[src/rtl/draw_text_16x16.sv]
// Text panel overlay: maps pixel position to text/font ROM addresses and
// paints set font pixels over the 4-clock delayed VGA stream.
module draw_text_16x16 #(
    parameter int          XPOS         = 16,
    parameter int          YPOS         = 16,
    parameter int          COLS         = 12,
    parameter int          ROWS         = 14,
    parameter logic [11:0] LETTER_COLOR = 12'hFFF
) (
    input  logic        clk,
    input  logic        rst,
    input  logic [10:0] hcount_in,
    input  logic [10:0] vcount_in,
    input  logic        hsync_in,
    input  logic        vsync_in,
    input  logic        hblnk_in,
    input  logic        vblnk_in,
    input  logic [11:0] rgb_in,
    input  logic [7:0]  char_pixels,
    output logic [7:0]  char_xy,
    output logic [3:0]  char_line,
    output logic [10:0] hcount_out,
    output logic [10:0] vcount_out,
    output logic        hsync_out,
    output logic        vsync_out,
    output logic        hblnk_out,
    output logic        vblnk_out,
    output logic [11:0] rgb_out
);

    localparam logic [10:0] X0 = 11'(XPOS);
    localparam logic [10:0] X1 = 11'(XPOS + 8 * COLS);
    localparam logic [10:0] Y0 = 11'(YPOS);
    localparam logic [10:0] Y1 = 11'(YPOS + 16 * ROWS);

    typedef struct packed {
        logic [10:0] h;
        logic [10:0] v;
        logic        hs;
        logic        vs;
        logic        hb;
        logic        vb;
        logic [11:0] rgb;
        logic        in_area;
        logic [2:0]  xo;
    } pix_t;

    logic        w_in_area;
    logic [10:0] w_xo;
    logic [10:0] w_yo;
    logic [7:0]  w_idx;
    logic [7:0]  w_char_xy;
    pix_t        w_s0;
    logic        w_pix_on;
    logic [11:0] w_rgb;

    pix_t        r_s1;
    pix_t        r_s2;
    pix_t        r_s3;
    logic [3:0]  r_line1;

    // Compare before subtracting so offsets never wrap outside the panel.
    always_comb begin
        w_in_area = (hcount_in >= X0) && (hcount_in < X1) &&
                    (vcount_in >= Y0) && (vcount_in < Y1);
        w_xo      = w_in_area ? (hcount_in - X0) : 11'd0;
        w_yo      = w_in_area ? (vcount_in - Y0) : 11'd0;
        w_idx     = 8'(w_yo[10:4]) * 8'(COLS) + 8'(w_xo[10:3]);
        w_char_xy = w_in_area ? w_idx : 8'hFF;
    end

    always_comb begin
        w_s0.h       = hcount_in;
        w_s0.v       = vcount_in;
        w_s0.hs      = hsync_in;
        w_s0.vs      = vsync_in;
        w_s0.hb      = hblnk_in;
        w_s0.vb      = vblnk_in;
        w_s0.rgb     = rgb_in;
        w_s0.in_area = w_in_area;
        w_s0.xo      = w_xo[2:0];
    end

    always_comb begin
        w_pix_on = r_s3.in_area && char_pixels[3'd7 - r_s3.xo];
        if (r_s3.hb || r_s3.vb)
            w_rgb = 12'h000;
        else if (w_pix_on)
            w_rgb = LETTER_COLOR;
        else
            w_rgb = r_s3.rgb;
    end

    always_ff @(posedge clk) begin
        if (rst) begin
            r_s1       <= '0;
            r_s2       <= '0;
            r_s3       <= '0;
            r_line1    <= '0;
            char_xy    <= '0;
            char_line  <= '0;
            hcount_out <= '0;
            vcount_out <= '0;
            hsync_out  <= 1'b0;
            vsync_out  <= 1'b0;
            hblnk_out  <= 1'b0;
            vblnk_out  <= 1'b0;
            rgb_out    <= '0;
        end else begin
            r_s1       <= w_s0;
            char_xy    <= w_char_xy;
            r_line1    <= w_yo[3:0];
            r_s2       <= r_s1;
            char_line  <= r_line1;
            r_s3       <= r_s2;
            hcount_out <= r_s3.h;
            vcount_out <= r_s3.v;
            hsync_out  <= r_s3.hs;
            vsync_out  <= r_s3.vs;
            hblnk_out  <= r_s3.hb;
            vblnk_out  <= r_s3.vb;
            rgb_out    <= w_rgb;
        end
    end

endmodule

[config.mk]
export PLATFORM = sky130hd
export DESIGN_NAME = draw_text_16x16
export DESIGN_NICKNAME = d
export VERILOG_FILES = /design/src/rtl/draw_text_16x16.sv
export SDC_FILE = /design/constraint.sdc
export NUM_CORES = 1
export LEC_CHECK = 0
export ABC_AREA = 0
export ABC_CLOCK_PERIOD_IN_PS = 5300
export CORE_MARGIN = 8
export CORE_UTILIZATION = 35
export CTS_CLUSTER_SIZE = 25
export DETAILED_ROUTE_END_ITERATION = 10
export PLACE_DENSITY = 0.55
export SETUP_SLACK_MARGIN = 0.5
export SYNTH_ARGS = -nofsm -noshare
export SYNTH_HDL_FRONTEND = slang
export SYNTH_SLANG_ARGS = --single-unit
[constraint.sdc]
create_clock -name clk -period 5.3 [get_ports clk]
set_clock_uncertainty 0.2 [all_clocks]
set_input_delay 0.795 -clock clk [delete_from_list [all_inputs] [get_ports clk]]
set_output_delay 0.795 -clock clk [all_outputs]
set_load 0.1 [all_outputs]
==> flow_metrics.tcl <==
set metrics [dict create \
    die-area_um2 20300 \
    rows 46 \
    cp_slowest_cell "or4_1" \
    r2r-end "rgb_out[0]$_SDFF_PP0_" \
    clkSinkCount 180 \
    worstHoldStart "r_s2[25]$_SDFF_PP0_" \
    cts_hold_buf 0 \
    syn_inst 483 \
    syn_area_per_cell_um2 11.6 \
    grt_max_degree 65 \
    hold_path_class "reg -> reg" \
    finalCritPeriodShare 0.859 \
    drtAntennaViolNets 0 \
    max-slew-margin-rel 0.326 \
    layout.nets 645 \
    crit_chain "clkdlybuf4s50_1, or4_1, a211oi_2, or3_4, nor2_2, fa_1, xor2_1, ha_1, o21ai_0, o21bai_1, a21o_1, or4_1, nor4bb_1" \
    antenna_found_initial 0 \
    dp_cells 780 \
    grt_pass1_vias 3173 \
    tns_ns 0 \
    rsz0062_at_grt "no" \
    io_pins 98 \
    maxSlewViolCount 0 \
    fmax_ghz 0.220 \
    htree_levels 4 \
    synth-seq-cells 180 \
    crit_arrival_ns 4.62 \
    clk_pin_slew_ns 0.06 \
    yosysTopAreaCell "dfxtp_1" \
    synth.net_count 545 \
    grt_usage 0.104 \
    yosysSeqAreaShare 0.643 \
    viasPerCell 4.05 \
    syn_area_um2 5610 \
    cp_slowest_stage_delay_ns 0.64 \
    synth-edff-count 0 \
    yosysTopAreaCellShare 0.643 \
    die_h_um 143 \
    ir_drop_v 0.000216 \
    drc 0 \
    status "complete, no violations" \
    vias 3286 \
    tightest_slew_ns 1.01 \
    fin_crit_ns 4.55 \
    start_util 0.355 \
    dp_hpwl_mm 7.19 \
    path_common_cell "or4_1" \
    yosys_warnings 0 \
    synth.distinct_cells 40 \
    setup_viol 0 \
    reg2reg_depth 4 \
    critPathLaunchType "primary input" \
    grt_pass1_wl_mm 16.2 \
    place.gp.congestion 0.819 \
    wl_per_cell_um 12.3 \
    worstSetupEndpointType "register" \
    rr_startpoint "r_s3[0]$_SDFF_PP0_" \
    die_w_um 143 \
    cts_setup_buffers 0 \
    rrSetupSlack_ns 3.53 \
    drt_wl_total_mm 9.95 \
    gr-total-overflow 0 \
    crit_required_ns 5.37 \
    path_max_fanout 9 \
    cts-root-buf "clkbuf_16" \
    crit_type "in -> reg" \
    area_delta_synth_final_pct 31.3 \
    firstDrtPassIters 4 \
    clock_latency_ns 0.41 \
    diodes 0 \
    hold_end "r_s3[25]$_SDFF_PP0_" \
    drive_gt1_frac 0.0755 \
    cts_tree "yes" \
    finalNonFillerCells 812 \
    clockBufferDepth 2 \
    cap_violations 0 \
    power.density_nw_per_um2 370 \
    hold_viol 0 \
    hold_depth 1 \
    synthTopCellsByArea "dfxtp_1 64%, nor2b_1 17%, ha_1 2.7%" \
    synthArstFlopShare 0 \
    initialDrtViolationCount 161 \
    cts_made_buffers 17 \
    p_leak_uw 0.00292 \
    core_area_um2 15800 \
    synth_ff_type "dfxtp_1" \
    portBuffers 97 \
]
-- worst max path at each step --
| stage | from | end | cells after the start |
|---|---|---|---|
| 2_1_floorplan | vcount_in[4] | char_xy[7]$_SDFF_PP0_ | 15 |
| 3_3_place_gp | vcount_in[7] | char_xy[7]$_SDFF_PP0_ | 13 |
| 3_5_place_dp | vcount_in[7] | char_xy[7]$_SDFF_PP0_ | 13 |
| 4_1_cts | vcount_in[7] | char_xy[7]$_SDFF_PP0_ | 13 |
| 5_1_grt | hcount_in[6] | char_xy[7]$_SDFF_PP0_ | 12 |
| 6_report | vcount_in[7] | char_xy[7]$_SDFF_PP0_ | 13 |
-- per-layer routing --
metal / track usage / wire, um
met1: 0.129 / 4770
met2: 0.154 / 4470
met3: 0.0426 / 590
met4: 0.0453 / 122
met5: 0 / 0
-- sequential cells by signal (all words and copies together) (netlist names), 4 cells and up --
register / flops
r_s2: 42
r_line1: 4
hcount_out: 11
char_line: 4
rgb_out: 12
vcount_out: 11
r_s1: 42
r_s3: 42
char_xy: 8
-- timing repair --
action	CTS	global route
endpoints found under the setup margin	1	1
cloned	0	0
resized for setup	1	2
-- worst max-delay path, delay by kind of cell --
family	cells	cell delay, ns
xor+xnor	1	0.18
fa+ha+maj	2	0.80
buf+inv	1	0.49
compound gates	4	0.75
simple gates	5	1.60
-- synthesized netlist by cell type (2+ instances only) --
cell type,count
xnor2_1,5
a21o_1,3
nor3_1,7
or4_1,2
o21a_1,12
nand3_1,2
o21ai_0,2
and2_1,8
nor4_1,2
a211oi_1,2
o211ai_1,2
ha_1,12
clkbuf_1,20
fa_1,2
inv_1,10
xor2_1,7
nor2b_1,148
nand2_1,2
or3_1,4
mux4_2,2
dfxtp_1,180
nor2_1,19
nor4bb_1,2
a21oi_1,11
buf_2,2
-- kinds of logic (layout without fill, tap and decap cells) --
logic type                 count (synthesis)  in the layout  synth area share
adders and majority gates                 14             14            0.0339
DFF                                      180            180             0.643
AOI/OAI and AO/OA                         39             39            0.0489
buffers and inverters                     33            146            0.0225
muxes                                      3              3           0.00982
and+or+nand+nor                          201            201             0.219
xor gates and xnor gates                  13             13            0.0228
-- cell usage in the layout, fill, tap and decap left out, types with 3 or more instances in the layout --
cell type and instances:
a21o_1 3, a21oi_1 11, and2_1 8, buf_4 8
clkbuf_1 3, clkbuf_16 17, clkdlybuf4s50_1 96, clkinv_2 3
dfxtp_1 180, ha_1 12, inv_1 10, inv_6 4
nor2_1 18, nor2b_1 148, nor3_1 7, o21a_1 12
or3_1 3, xnor2_1 5, xor2_1 7
-- metrics by stage --
stage                      util  worst slack [ns]  cell area (um^2)  power [uW]  hold WS (ns)
after global placement    0.432             0.220              6810        1630         0.216
after global routing      0.467             0.521              7360        2840         0.245
after CTS                 0.466             0.646              7350        2760         0.233
after floorplan               -             0.716              5610        1560         0.214
final                     0.467             0.747              7360        2720         0.229
after detailed placement  0.432            0.0605              6810        1630         0.220
-- cell type report --
type | instances | area [um^2]
Fill cell | 1529 | 8410
Sequential cell | 180 | 3600
Multi-Input combinational cell | 270 | 1890
Timing Repair Buffer | 104 | 1020
Clock buffer | 22 | 464
Tap cell | 216 | 270
Clock inverter | 10 | 73.8
Inverter | 10 | 37.5
-- where the power goes --
group / switching, uW / internal (uW) / total (uW)
Combinational: 116 / 78.4 / 194
Sequential: 8.20 / 1400 / 1400
Clock: 494 / 629 / 1120
Note: power is estimated with default switching activity, not from simulation.
